## config.mk

```make
export PLATFORM = sky130hd
export DESIGN_NAME = axil_reg_slave_flat
export DESIGN_NICKNAME = d
export VERILOG_FILES = /design/src/rtl/axil_reg_slave_if.sv /design/src/rtl/axil_reg_slave.sv /design/src/flat_wrapper.sv
export SDC_FILE = /design/constraint.sdc
export NUM_CORES = 1
export LEC_CHECK = 0
export ABC_CLOCK_PERIOD_IN_PS = 2900
export BUFFER_PORTS_ARGS = -buffer_cell sky130_fd_sc_hd__buf_2
export CORE_AREA = 2 2 447 449
export CTS_BUF_LIST = sky130_fd_sc_hd__clkbuf_4 sky130_fd_sc_hd__clkbuf_8
export DETAILED_ROUTE_END_ITERATION = 12
export DIE_AREA = 0 0 449 451
export SYNTH_ARGS = -nofsm -noshare
export SYNTH_HDL_FRONTEND = slang
export SYNTH_SLANG_ARGS = --single-unit
```

## constraint.sdc

```tcl
create_clock -name aclk -period 2.9 [get_ports aclk]
set_input_delay 0.29 -clock aclk [delete_from_list [all_inputs] [get_ports aclk]]
set_output_delay 0.29 -clock aclk [all_outputs]
set_load 0.05 [all_outputs]
```

## src/rtl/axil_reg_slave_if.sv

```systemverilog
// AXI-Lite bus bundle (AW/W/B/AR/R) shared by the register slave and its master.
interface axil_if #(
  parameter int unsigned ADDR_WIDTH = 12,
  parameter int unsigned DATA_WIDTH = 32
) ();
  logic                      awvalid;
  logic                      awready;
  logic [ADDR_WIDTH-1:0]     awaddr;
  logic [2:0]                awprot;
  logic                      wvalid;
  logic                      wready;
  logic [DATA_WIDTH-1:0]     wdata;
  logic [DATA_WIDTH/8-1:0]   wstrb;
  logic                      bvalid;
  logic                      bready;
  logic [1:0]                bresp;
  logic                      arvalid;
  logic                      arready;
  logic [ADDR_WIDTH-1:0]     araddr;
  logic [2:0]                arprot;
  logic                      rvalid;
  logic                      rready;
  logic [DATA_WIDTH-1:0]     rdata;
  logic [1:0]                rresp;

  modport slave (
    input  awvalid, awaddr, awprot, wvalid, wdata, wstrb, bready, arvalid, araddr, arprot,
           rready,
    output awready, wready, bvalid, bresp, arready, rvalid, rdata, rresp
  );

  modport master (
    output awvalid, awaddr, awprot, wvalid, wdata, wstrb, bready, arvalid, araddr, arprot,
           rready,
    input  awready, wready, bvalid, bresp, arready, rvalid, rdata, rresp
  );
endinterface

```

## src/rtl/axil_reg_slave.sv

```systemverilog
// AXI-Lite register bank: NUM_REGS byte-strobed RW registers, RO registers mirror hw_status.
// AW and W are buffered independently; a write commits the cycle after both are held.
module axil_reg_slave #(
  parameter int unsigned         ADDR_WIDTH = 12,
  parameter int unsigned         DATA_WIDTH = 32,
  parameter int unsigned         NUM_REGS   = 16,
  parameter logic [NUM_REGS-1:0] RO_MASK    = '0
) (
  input  logic                           aclk,
  input  logic                           aresetn,
  axil_if.slave                          s_axil,
  output logic [NUM_REGS*DATA_WIDTH-1:0] reg_out,
  output logic [NUM_REGS-1:0]            reg_wr_pulse,
  input  logic [NUM_REGS*DATA_WIDTH-1:0] hw_status
);
  localparam int unsigned StrbWidth = DATA_WIDTH / 8;
  localparam int unsigned Ofs       = $clog2(StrbWidth);
  localparam int unsigned IdxWidth  = ADDR_WIDTH - Ofs;
  localparam logic [1:0]  RespOkay  = 2'b00;
  localparam logic [1:0]  RespSlvErr = 2'b10;

  logic                  rst_done_q;
  logic                  aw_held_q, w_held_q;
  logic [IdxWidth-1:0]   aw_idx_q;
  logic [DATA_WIDTH-1:0] w_data_q;
  logic [StrbWidth-1:0]  w_strb_q;
  logic                  bvalid_q, rvalid_q;
  logic [1:0]            bresp_q, rresp_q;
  logic [DATA_WIDTH-1:0] rdata_q;
  logic [NUM_REGS-1:0]   pulse_q;
  logic [DATA_WIDTH-1:0] regs_q [NUM_REGS];

  logic                  awready, wready, arready;
  logic [IdxWidth-1:0]   ar_idx;
  logic                  aw_hit, ar_hit;
  logic [DATA_WIDTH-1:0] ar_data;
  logic                  unused_ok;

  assign awready = rst_done_q & ~aw_held_q & ~bvalid_q;
  assign wready  = rst_done_q & ~w_held_q & ~bvalid_q;
  assign arready = rst_done_q & ~rvalid_q;
  assign ar_idx  = s_axil.araddr[ADDR_WIDTH-1:Ofs];

  assign s_axil.awready = awready;
  assign s_axil.wready  = wready;
  assign s_axil.arready = arready;
  assign s_axil.bvalid  = bvalid_q;
  assign s_axil.bresp   = bresp_q;
  assign s_axil.rvalid  = rvalid_q;
  assign s_axil.rdata   = rdata_q;
  assign s_axil.rresp   = rresp_q;
  assign reg_wr_pulse   = pulse_q;

  assign unused_ok = ^{s_axil.awprot, s_axil.arprot, s_axil.awaddr[Ofs-1:0],
                       s_axil.araddr[Ofs-1:0]};

  // Address decode by comparison loop so the index never has to match the array width.
  always_comb begin
    aw_hit  = 1'b0;
    ar_hit  = 1'b0;
    ar_data = '0;
    reg_out = '0;
    for (int i = 0; i < NUM_REGS; i++) begin
      reg_out[i*DATA_WIDTH +: DATA_WIDTH] = regs_q[i];
      if (aw_idx_q == IdxWidth'(i)) aw_hit = 1'b1;
      if (ar_idx == IdxWidth'(i)) begin
        ar_hit  = 1'b1;
        ar_data = RO_MASK[i] ? hw_status[i*DATA_WIDTH +: DATA_WIDTH] : regs_q[i];
      end
    end
  end

  always_ff @(posedge aclk or negedge aresetn) begin
    if (!aresetn) begin
      rst_done_q <= 1'b0;
      aw_held_q  <= 1'b0;
      w_held_q   <= 1'b0;
      aw_idx_q   <= '0;
      w_data_q   <= '0;
      w_strb_q   <= '0;
      bvalid_q   <= 1'b0;
      bresp_q    <= RespOkay;
      rvalid_q   <= 1'b0;
      rresp_q    <= RespOkay;
      rdata_q    <= '0;
      pulse_q    <= '0;
      for (int i = 0; i < NUM_REGS; i++) regs_q[i] <= '0;
    end else begin
      rst_done_q <= 1'b1;
      pulse_q    <= '0;

      if (s_axil.awvalid && awready) begin
        aw_held_q <= 1'b1;
        aw_idx_q  <= s_axil.awaddr[ADDR_WIDTH-1:Ofs];
      end
      if (s_axil.wvalid && wready) begin
        w_held_q <= 1'b1;
        w_data_q <= s_axil.wdata;
        w_strb_q <= s_axil.wstrb;
      end

      if (aw_held_q && w_held_q) begin
        aw_held_q <= 1'b0;
        w_held_q  <= 1'b0;
        bvalid_q  <= 1'b1;
        bresp_q   <= aw_hit ? RespOkay : RespSlvErr;
        for (int i = 0; i < NUM_REGS; i++) begin
          if (aw_idx_q == IdxWidth'(i) && !RO_MASK[i]) begin
            pulse_q[i] <= 1'b1;
            for (int b = 0; b < StrbWidth; b++) begin
              if (w_strb_q[b]) regs_q[i][b*8 +: 8] <= w_data_q[b*8 +: 8];
            end
          end
        end
      end else if (bvalid_q && s_axil.bready) begin
        bvalid_q <= 1'b0;
      end

      // Read samples regs_q before any same-edge commit lands, so it returns the old value.
      if (s_axil.arvalid && arready) begin
        rvalid_q <= 1'b1;
        rdata_q  <= ar_hit ? ar_data : '0;
        rresp_q  <= ar_hit ? RespOkay : RespSlvErr;
      end else if (rvalid_q && s_axil.rready) begin
        rvalid_q <= 1'b0;
      end
    end
  end
endmodule

```

## src/flat_wrapper.sv

```systemverilog
// flat-port wrapper written by rule: the top's interface ports become plain ports
module axil_reg_slave_flat 
#(
  parameter int unsigned         ADDR_WIDTH = 12,
  parameter int unsigned         DATA_WIDTH = 32,
  parameter int unsigned         NUM_REGS   = 16,
  parameter logic [NUM_REGS-1:0] RO_MASK    = '0
)
  (aclk, aresetn, reg_out, reg_wr_pulse, hw_status, s_axil_awvalid, s_axil_awaddr, s_axil_awprot, s_axil_wvalid, s_axil_wdata, s_axil_wstrb, s_axil_bready, s_axil_arvalid, s_axil_araddr, s_axil_arprot, s_axil_rready, s_axil_awready, s_axil_wready, s_axil_bvalid, s_axil_bresp, s_axil_arready, s_axil_rvalid, s_axil_rdata, s_axil_rresp);
  axil_if #(.ADDR_WIDTH(ADDR_WIDTH), .DATA_WIDTH(DATA_WIDTH)) s_axil_i ();
  input  logic aclk;
  input  logic aresetn;
  output logic [NUM_REGS*DATA_WIDTH-1:0] reg_out;
  output logic [NUM_REGS-1:0] reg_wr_pulse;
  input  logic [NUM_REGS*DATA_WIDTH-1:0] hw_status;
  input wire logic [$bits(s_axil_i.awvalid)-1:0] s_axil_awvalid;
  input wire logic [$bits(s_axil_i.awaddr)-1:0] s_axil_awaddr;
  input wire logic [$bits(s_axil_i.awprot)-1:0] s_axil_awprot;
  input wire logic [$bits(s_axil_i.wvalid)-1:0] s_axil_wvalid;
  input wire logic [$bits(s_axil_i.wdata)-1:0] s_axil_wdata;
  input wire logic [$bits(s_axil_i.wstrb)-1:0] s_axil_wstrb;
  input wire logic [$bits(s_axil_i.bready)-1:0] s_axil_bready;
  input wire logic [$bits(s_axil_i.arvalid)-1:0] s_axil_arvalid;
  input wire logic [$bits(s_axil_i.araddr)-1:0] s_axil_araddr;
  input wire logic [$bits(s_axil_i.arprot)-1:0] s_axil_arprot;
  input wire logic [$bits(s_axil_i.rready)-1:0] s_axil_rready;
  output wire logic [$bits(s_axil_i.awready)-1:0] s_axil_awready;
  output wire logic [$bits(s_axil_i.wready)-1:0] s_axil_wready;
  output wire logic [$bits(s_axil_i.bvalid)-1:0] s_axil_bvalid;
  output wire logic [$bits(s_axil_i.bresp)-1:0] s_axil_bresp;
  output wire logic [$bits(s_axil_i.arready)-1:0] s_axil_arready;
  output wire logic [$bits(s_axil_i.rvalid)-1:0] s_axil_rvalid;
  output wire logic [$bits(s_axil_i.rdata)-1:0] s_axil_rdata;
  output wire logic [$bits(s_axil_i.rresp)-1:0] s_axil_rresp;
  assign s_axil_i.awvalid = s_axil_awvalid;
  assign s_axil_i.awaddr = s_axil_awaddr;
  assign s_axil_i.awprot = s_axil_awprot;
  assign s_axil_i.wvalid = s_axil_wvalid;
  assign s_axil_i.wdata = s_axil_wdata;
  assign s_axil_i.wstrb = s_axil_wstrb;
  assign s_axil_i.bready = s_axil_bready;
  assign s_axil_i.arvalid = s_axil_arvalid;
  assign s_axil_i.araddr = s_axil_araddr;
  assign s_axil_i.arprot = s_axil_arprot;
  assign s_axil_i.rready = s_axil_rready;
  assign s_axil_awready = s_axil_i.awready;
  assign s_axil_wready = s_axil_i.wready;
  assign s_axil_bvalid = s_axil_i.bvalid;
  assign s_axil_bresp = s_axil_i.bresp;
  assign s_axil_arready = s_axil_i.arready;
  assign s_axil_rvalid = s_axil_i.rvalid;
  assign s_axil_rdata = s_axil_i.rdata;
  assign s_axil_rresp = s_axil_i.rresp;
  axil_reg_slave #(.ADDR_WIDTH(ADDR_WIDTH), .DATA_WIDTH(DATA_WIDTH), .NUM_REGS(NUM_REGS), .RO_MASK(RO_MASK)) u_core (.aclk(aclk), .aresetn(aresetn), .s_axil(s_axil_i), .reg_out(reg_out), .reg_wr_pulse(reg_wr_pulse), .hw_status(hw_status));
endmodule
```

==> results of run 1 <==
## critical path, delay by kind of cell, from the launching register on
family / cells / cell delay (ns)
AND/OR/NAND/NOR: 4 / 0.96
multiplexers: 1 / 0.26
flip-flops: 1 / 0.44
buffers and inverters: 4 / 0.86
## how the worst max path moves through the flow
| stage | endpoint | cells past startpoint |
|---|---|---|
| 2_1_floorplan | u_core.w_data_q[10] | 7 |
| 3_3_place_gp | u_core.s_axil.rdata[0] | 9 |
| 3_5_place_dp | u_core.s_axil.rdata[29] | 9 |
| 4_1_cts | u_core.reg_out[148] | 9 |
| 5_1_grt | u_core.reg_out[148] | 9 |
| 6_report | u_core.reg_out[148] | 9 |
## final cells by class
cell class	count	area [sq um]	share of cell area
Antenna cell	24	60.06	0.001475
Clock buffer	171	2191	0.05380
Clock inverter	32	464.2	0.01140
Inverter	8	30.03	0.0007375
Multi-Input combinational cell	1448	12450	0.3058
Sequential cell	613	15340	0.3767
Tap cell	2656	3323	0.08161
Timing Repair Buffer	1007	6858	0.1684
## kinds of logic after synthesis
group	Yosys count	synth area share
and+or+nand+nor	372	0.06837
DFF	613	0.5394
AOI/OAI and AO/OA	428	0.1077
other	2	0.0002641
buffers and inverters	173	0.02503
muxes	645	0.2592
## metal layers
layer	global-route usage	vias to the layer above
li1	-	10370
met1	0.2380	13380
met2	0.2602	1422
met3	0.06042	266
met4	0.07113	2
met5	0	-
## power breakdown
group          switching (W)  internal (W)  total [W]
sequential           0.00241       0.00909     0.0115
clock                0.00422       0.00565    0.00988
combinational        0.00253       0.00124    0.00377
## sequential cells by signal, summed over array words and instances (netlist names)
name,flops
u_core.s_axil.rvalid,1
u_core.rst_done_q,1
u_core.s_axil.rresp,1
u_core.s_axil.bvalid,1
u_core.reg_out,512
u_core.w_held_q,1
u_core.aw_idx_q,10
u_core.w_data_q,32
u_core.s_axil.rdata,32
u_core.reg_wr_pulse,16
u_core.w_strb_q,4
u_core.aw_held_q,1
u_core.s_axil.bresp,1
## Yosys cell counts, types with 8 or more instances
| library cell | number |
|---|---|
| mux4_2 | 15 |
| nor3_1 | 32 |
| nor2_2 | 8 |
| o22a_1 | 8 |
| a21o_1 | 9 |
| a211oi_1 | 49 |
| a221o_1 | 32 |
| a2bb2oi_1 | 19 |
| mux2_2 | 573 |
| o221ai_1 | 22 |
| nor2_1 | 48 |
| nor2b_1 | 35 |
| clkbuf_1 | 126 |
| and2_1 | 13 |
| a32oi_1 | 17 |
| buf_2 | 32 |
| a21oi_1 | 38 |
| o21ai_1 | 9 |
| o2bb2ai_1 | 9 |
| nand3_1 | 15 |
| mux2i_1 | 48 |
| o21ai_0 | 80 |
| mux2_1 | 9 |
| nand2_1 | 131 |
| a22oi_1 | 40 |
| nand2b_1 | 24 |
| nand4_1 | 22 |
| o22ai_1 | 47 |
| nor4_1 | 11 |
| dfrtp_1 | 613 |
| o211ai_1 | 10 |
## metrics by stage
step / worst slack (ns) / hold WS (ns)
finish: 0.1257 / 0.07297
CTS: 0.08564 / 0.02150
detailed placement: 0.01558 / 0.3290
floorplan: 0.1041 / -0.005591
global placement: -0.05094 / 0.3217
global route: 0.01180 / 0.05949
## what timing repair did
action / CTS / global route
gates resized for setup: 0 / 0
hold buffers: 50 / 0
hold endpoints to repair: 264 / 0
==> flow_metrics.tcl, run 1 <==
set metrics [dict create \
    status "complete, no violations" \
    fin_total_pwr_w 0.02515 \
    die_y_microns 451 \
    detail_route.iter0.violations 2610 \
    nets 3771 \
    period_minus_slack_ns 2.774 \
    crit_fanout 6 \
    rsz0062_at_grt "false" \
    ys_types 71 \
    cp_slowest_cell "dfrtp_1" \
    worstSetupEndpointType "register" \
    gp_congestion 0.9101 \
    cp-start-kind "register" \
    wl_per_cell_microns 31.15 \
    ctsHtreeMaxLevel 3 \
    ys_seq_area_frac 0.5394 \
    arrival_ns 3.43 \
    leakagePower_nw 20.13 \
    p_per_area_mw_per_mm2 617.5 \
    setup_violations 0 \
    hpwl_microns 152100 \
    period_share 0.9566 \
    post_cts_buffers 0 \
    wl_met2_microns 78090 \
    dpl_cell_area_sq_mm 0.03750 \
    cts.sinks 613 \
    start_util 0.1435 \
    layout_commonest_cell "buf_2" \
    num_rows 164 \
    netlist.area_leader.share 0.5394 \
    irDropWorstVdd_mv 0.5479 \
    port_buffers 629 \
    die_w_microns 449 \
    antenna_left 0 \
    reg2reg_depth 9 \
    wl_met3_microns 18470 \
    synth-seq-cells 613 \
    io_pins 1154 \
    grt_pass1_vias 25100 \
    syn_area_per_cell_sq_um 12.74 \
    criticalPathCategory "register to register" \
    die_area_sq_mm 0.2025 \
    highest_layer "met5" \
    worst_path_most_repeated_cell "buf_4" \
    nFillCells 21670 \
    maxSlewViolCount 0 \
    synth_cells 2233 \
    synth_edf_count 0 \
    area_delta_synth_final_pct 43.18 \
    wl_met1_microns 80570 \
    cts_inserted_buffers 108 \
    fin_cells 5959 \
    synth_flop_cell "dfrtp_1" \
    dp.cells 5682 \
    vias 25440 \
    finClkSkew_ns 0.1075 \
    final_core_util 0.2054 \
    startpoint "u_core.aw_idx_q[4]" \
    yosys-top-cells-area "dfrtp_1 (54%), mux2_2 (23%), nand2_1 (1.7%)" \
    cts_max_path_buffers 3 \
    drtPass1Iterations 5 \
    maxCapViolations 0 \
    yosysWarnings 0 \
    hold_viol 0 \
    root_buffer "clkbuf_8" \
    gr-total-overflow 0 \
    antenna_found_initial 37 \
    min_path_type "input port to async pin" \
    reg2reg_from "u_core.aw_idx_q[4]" \
    path_cells "nor4_2 > buf_4 > or3b_1 > buf_4 > nor2_2 > buf_4 > nand2_1 > buf_12 > mux2_2" \
    core_sq_mm 0.1982 \
    slew_headroom 0.2008 \
    max_freq_mhz 360.5 \
    timing.rr.end "u_core.reg_out[148]" \
    rrSetupSlack_ns 0.13 \
    grt_pass1_wl_microns 243300 \
    path_clk_slew_ns 0.06 \
    cts_tree "built" \
    synth_area_sq_mm 0.02844 \
    drive_gt1_frac 0.5416 \
    tightest_slew_ns 1.199 \
    grt_max_degree 62 \
    grt_usage 0.1777 \
    insertion_delay_ns 0.87 \
    drt-total-wl_microns 185600 \
    route.detailed.drc 0 \
    fin_setup_tns_ns 0 \
    mostFrequentLayoutCells "buf_2 (626), dfrtp_1 (613), mux2_2 (573)" \
    async_flop_share 1.000 \
    yosysTopAreaCell "dfrtp_1" \
    critPathMaxStageDelay_ns 0.44 \
    stdcell_area_sq_mm 0.04072 \
    required_ns 3.55 \
    vias_per_cell 4.269 \
]
Power figures use the tool's default switching activity.
==> run 2, diff against run 1 <==
--- a/config.mk
+++ b/config.mk
@@ -11,6 +11,8 @@
 export CTS_BUF_LIST = sky130_fd_sc_hd__clkbuf_4 sky130_fd_sc_hd__clkbuf_8
 export DETAILED_ROUTE_END_ITERATION = 12
 export DIE_AREA = 0 0 449 451
+export GPL_ROUTABILITY_DRIVEN = 0
+export PLACE_DENSITY = 0.4
 export SYNTH_ARGS = -nofsm -noshare
 export SYNTH_HDL_FRONTEND = slang
 export SYNTH_SLANG_ARGS = --single-unit
==> flow_metrics.tcl, run 2 (synthesis gave the netlist of run 1 again) <==
set metrics [dict create \
    die_w_microns 449 \
    vias_per_cell 4.155 \
    mostFrequentLayoutCells "buf_2 (626), dfrtp_1 (613), mux2_2 (573)" \
    wl_per_cell_microns 31.70 \
    grt_usage 0.1809 \
    gr-total-overflow 0 \
    nets 3760 \
    cts_max_path_buffers 3 \
    grt_pass1_wl_microns 246400 \
    cts_inserted_buffers 118 \
    power_frac_seq 0.450 \
    detail_route.iter0.violations 1989 \
    cts.sinks 613 \
    multiInputGateArea_sq_mm 0.01247 \
    die_y_microns 451 \
    maxCapViolations 0 \
    setup_violations 0 \
    antenna_left 0 \
    p_comb_frac 0.169 \
    final_core_util 0.2037 \
    ctsHtreeMaxLevel 3 \
    path_clk_slew_ns 0.06 \
    regArea_sq_mm 0.01534 \
    required_ns 3.63 \
    route.detailed.drc 0 \
    port_buffers 629 \
    fin_total_pwr_w 0.02522 \
    num_rows 164 \
    sw_frac_of_total 0.3701 \
    max_freq_mhz 365.5 \
    irDropWorstVdd_mv 0.6713 \
    grt_max_degree 64 \
    crit_fanout 8 \
    cts_tree "built" \
    leakagePower_nw 19.93 \
    criticalPathCategory "register to register" \
    layout_commonest_cell "buf_2" \
    vias 24670 \
    core_sq_mm 0.1982 \
    largest_register_ffs 512 \
    period_share 0.9435 \
    drt-total-wl_microns 188300 \
    hold_viol 0 \
    area_delta_synth_final_pct 41.99 \
    root_buffer "clkbuf_8" \
    period_minus_slack_ns 2.736 \
    min_path_type "input port to register" \
    hpwl_microns 150300 \
    drive_gt1_frac 0.5339 \
    tightest_slew_ns 1.268 \
    p_per_area_mw_per_mm2 624.6 \
    antenna_found_initial 31 \
    arrival_ns 3.47 \
    maxSlewViolCount 0 \
    grt_pass1_vias 24860 \
    worstSetupEndpointType "register" \
    power.internal_w 0.01589 \
    cp-start-kind "register" \
    die_area_sq_mm 0.2025 \
    io_pins 1154 \
    drtPass1Iterations 5 \
    start_util 0.1435 \
    nFillCells 21820 \
    pwr-share-clk 0.382 \
    finClkSkew_ns 0.04726 \
    insertion_delay_ns 0.88 \
    net-switching-power_w 0.009334 \
    status "complete, no violations" \
    slew_headroom 0.1549 \
    rsz0062_at_grt "false" \
]
-- run 2: worst paths after layout --
path,end,start,slack (ns),depth (start not counted)
min in group asynchronous,u_core.reg_out[84],aresetn,0.57,3
max in group asynchronous,u_core.reg_out[481],aresetn,1.40,4
max,u_core.reg_out[307],u_core.aw_idx_q[5],0.16,8
min reg2reg,u_core.s_axil.rresp[1],u_core.s_axil.rresp[1],0.51,2
min,u_core.w_data_q[7],s_axil_wdata[7],0.15,3
max reg2reg,u_core.reg_out[307],u_core.aw_idx_q[5],0.16,8
-- run 2: worst max-delay path, stage by stage, from the launching register on --
cell and delay, ns:
dfrtp_1 0.38, nor4_2 0.38, buf_4 0.22, nand3b_1 0.09, buf_4 0.18, nor2_1 0.26
buf_4 0.24, nand2_1 0.39, mux2_2 0.42
-- run 2: area by class of cell --
type / instances / share of cell area
flip-flops and latches: 613 / 0.3799
multi-input cells: 1448 / 0.3089
repair buffers: 986 / 0.1639
well taps: 2656 / 0.08229
clock buffers: 184 / 0.05574
clock inverters: 20 / 0.007157
diodes: 23 / 0.001425
inverters: 8 / 0.0007436
-- run 2: what timing repair did --
action / in CTS / in global routing
buffers inserted: 1 / 0
setup endpoints to repair: 62 / 11
gates resized for setup: 5 / 3
endpoints found under the hold margin: 428 / 0
hold buffers: 73 / 0
-- run 2: stage by stage --
step | setup WS, ns | instances | hold WS, ns | instance area, sq um | TNS, ns
after floorplan | 0.1041 | 2234 | -0.005591 | 28440 | 0
after global placement | -0.2583 | 5637 | 0.3871 | 37020 | -7.246
after detailed placement | -0.2899 | 5637 | 0.3870 | 37020 | -7.718
after CTS | 0.007755 | 5915 | 0.04521 | 40320 | 0
after global routing | 0.02768 | 5922 | 0.08662 | 40340 | 0
final | 0.1638 | 5938 | 0.1520 | 40380 | 0
-- run 2: power groups by stage --
stage	Combinational, W	Clock [W]	Sequential [W]
2_1_floorplan	0.00168	0	0.0106
3_3_place_gp	0.00401	0	0.0115
3_5_place_dp	0.00403	0	0.0115
4_1_cts	0.00432	0.00996	0.0113
5_1_grt	0.00449	0.0103	0.0115
6_report	0.00425	0.00963	0.0113
-- run 2: layer usage --
metal	vias to the layer above	global-route usage	share of wire
li1	10350	-	-
met1	12980	0.2514	0.47
met2	1112	0.2624	0.41
met3	238	0.05174	0.077
met4	0	0.06939	0.043
met5	-	0	0
==> run 3, diff against run 2 <==
--- a/config.mk
+++ b/config.mk
@@ -5,7 +5,7 @@
 export SDC_FILE = /design/constraint.sdc
 export NUM_CORES = 1
 export LEC_CHECK = 0
-export ABC_CLOCK_PERIOD_IN_PS = 2900
+export ABC_CLOCK_PERIOD_IN_PS = 2600
 export BUFFER_PORTS_ARGS = -buffer_cell sky130_fd_sc_hd__buf_2
 export CORE_AREA = 2 2 447 449
 export CTS_BUF_LIST = sky130_fd_sc_hd__clkbuf_4 sky130_fd_sc_hd__clkbuf_8
==> constraint.sdc (replaced) <==
create_clock -name aclk -period 2.6 [get_ports aclk]
set_input_delay 0.26 -clock aclk [delete_from_list [all_inputs] [get_ports aclk]]
set_output_delay 0.26 -clock aclk [all_outputs]
set_load 0.005 [all_outputs]
==> flow_metrics.tcl, run 3 (synthesis gave the netlist of run 1 again) <==
set metrics [dict create \
    status "complete, no violations" \
    die_w_microns 449 \
    root_buffer "clkbuf_8" \
    core_sq_mm 0.1982 \
    setup_violations 0 \
    nFillCells 21770 \
    required_ns 3.32 \
    whs_path_depth 4 \
    hpwl_microns 151500 \
    reg2reg_from "u_core.aw_idx_q[5]" \
    cts.sinks 613 \
    worstHoldStart "s_axil_wvalid" \
    final_core_util 0.2088 \
    irDropWorstVdd_mv 0.6858 \
    drtPass1Iterations 5 \
    min_path_type "input port to register" \
    detail_route.iter0.violations 1799 \
    vias 24850 \
    wl_per_cell_microns 31.25 \
    ctsHtreeMaxLevel 3 \
    rsz0062_at_grt "true" \
    antenna_left 0 \
    cts_tree "built" \
    grt_pass1_vias 24950 \
    vias_per_cell 4.125 \
    die_y_microns 451 \
    whs_endpoint "u_core.w_held_q" \
    gr-total-overflow 0 \
    grt_usage 0.1806 \
    hold_viol 0 \
    criticalPathCategory "register to register" \
    max_freq_mhz 392.0 \
    crit_fanout 8 \
    maxSlewViolCount 0 \
    port_buffers 629 \
    nets 3832 \
    layout_commonest_cell "buf_2" \
    p_per_area_mw_per_mm2 672.9 \
    slew_headroom 0.1446 \
    mostFrequentLayoutCells "buf_2 (626), dfrtp_1 (613), mux2_2 (573)" \
    fin_total_pwr_w 0.02784 \
    route.detailed.drc 0 \
    drt-total-wl_microns 188300 \
    die_area_sq_mm 0.2025 \
    timing.rr.end "u_core.reg_out[44]" \
    start_util 0.1435 \
    area_delta_synth_final_pct 45.49 \
    period_share 0.9811 \
    num_rows 164 \
    io_pins 1154 \
    path_clk_slew_ns 0.06 \
    dp.cells 5717 \
    worstSetupEndpointType "register" \
    pre_cts_ws_ns -0.3884 \
    period_minus_slack_ns 2.551 \
    grt_pass1_wl_microns 245500 \
    fin_cells 6025 \
    grt_max_degree 106 \
    worst_slack_ns 0.04902 \
    finClkSkew_ns 0.07414 \
    tightest_slew_ns 1.283 \
    cts_max_path_buffers 3 \
    hold_slack_ns 0.08061 \
    arrival_ns 3.27 \
    drive_gt1_frac 0.5507 \
    reg2reg_depth 10 \
    rrSetupSlack_ns 0.05 \
    cp-start-kind "register" \
    cts_inserted_buffers 118 \
    leakagePower_nw 20.46 \
    maxCapViolations 0 \
    largest_register_ffs 512 \
    insertion_delay_ns 0.90 \
    antenna_found_initial 40 \
]
==> run 3: worst max-delay path by stage <==
stage / startpoint / to / slack, ns
floorplan: u_core.aw_idx_q[5] / u_core.reg_out[132] / 0.47
global placement: s_axil_araddr[9] / u_core.s_axil.rdata[2] / -0.39
detailed placement: s_axil_araddr[9] / u_core.s_axil.rdata[2] / -0.39
CTS: u_core.aw_idx_q[6] / u_core.reg_out[15] / 0.01
global route: u_core.aw_idx_q[5] / u_core.reg_out[47] / -0.03
finish: u_core.aw_idx_q[5] / u_core.reg_out[44] / 0.05
==> run 3: power breakdown <==
part / internal [W] / switching (W)
Clock: 0.00638 / 0.00486
Sequential: 0.0102 / 0.00165
Combinational: 0.00169 / 0.00310
Total: 0.0182 / 0.00961
==> run 3: cell type report <==
class / count / area, sq um / share of cell area
diodes: 24 / 60.06 / 0.001451
inverters: 8 / 30.03 / 0.0007257
clock buffers: 190 / 2365 / 0.05715
clock inverters: 28 / 369.1 / 0.008920
well taps: 2656 / 3323 / 0.08031
repair buffers: 1058 / 7375 / 0.1782
flip-flops and latches: 613 / 15340 / 0.3707
multi-input cells: 1448 / 12520 / 0.3025
==> run 3: per-layer routing <==
metal | part of all wire | GRT usage | vias up
met5 | 0.000069 | 0 | -
met4 | 0.045 | 0.07481 | 2
met3 | 0.093 | 0.06563 | 243
met2 | 0.41 | 0.2585 | 1146
met1 | 0.45 | 0.2430 | 12970
li1 | - | - | 10490
==> run 3: stage by stage <==
step                      setup TNS [ns]  cell area (sq um)
after floorplan                        0              28440
after global placement            -7.666              37830
after detailed placement          -7.013              37830
after CTS                              0              41250
after global routing             -0.1843              41340
final                                  0              41380
==> run 3: worst max-delay path, stage by stage (launching register included) <==
cell and delay [ns]:
dfrtp_1 0.40, nor4_4 0.34, buf_4 0.17, buf_4 0.12
nand3b_1 0.16, buf_4 0.22, nor2_2 0.18, buf_12 0.17
nand2_1 0.09, buf_12 0.22, mux2_2 0.27
==> run 3: repair_timing <==
action | in CTS | in global routing
endpoints found under the hold margin | 663 | 0
resized for setup | 16 | 10
endpoints found under the setup margin | 133 | 72
buffers inserted | 0 | 3
pin swaps | 1 | 2
hold buffers | 63 | 0
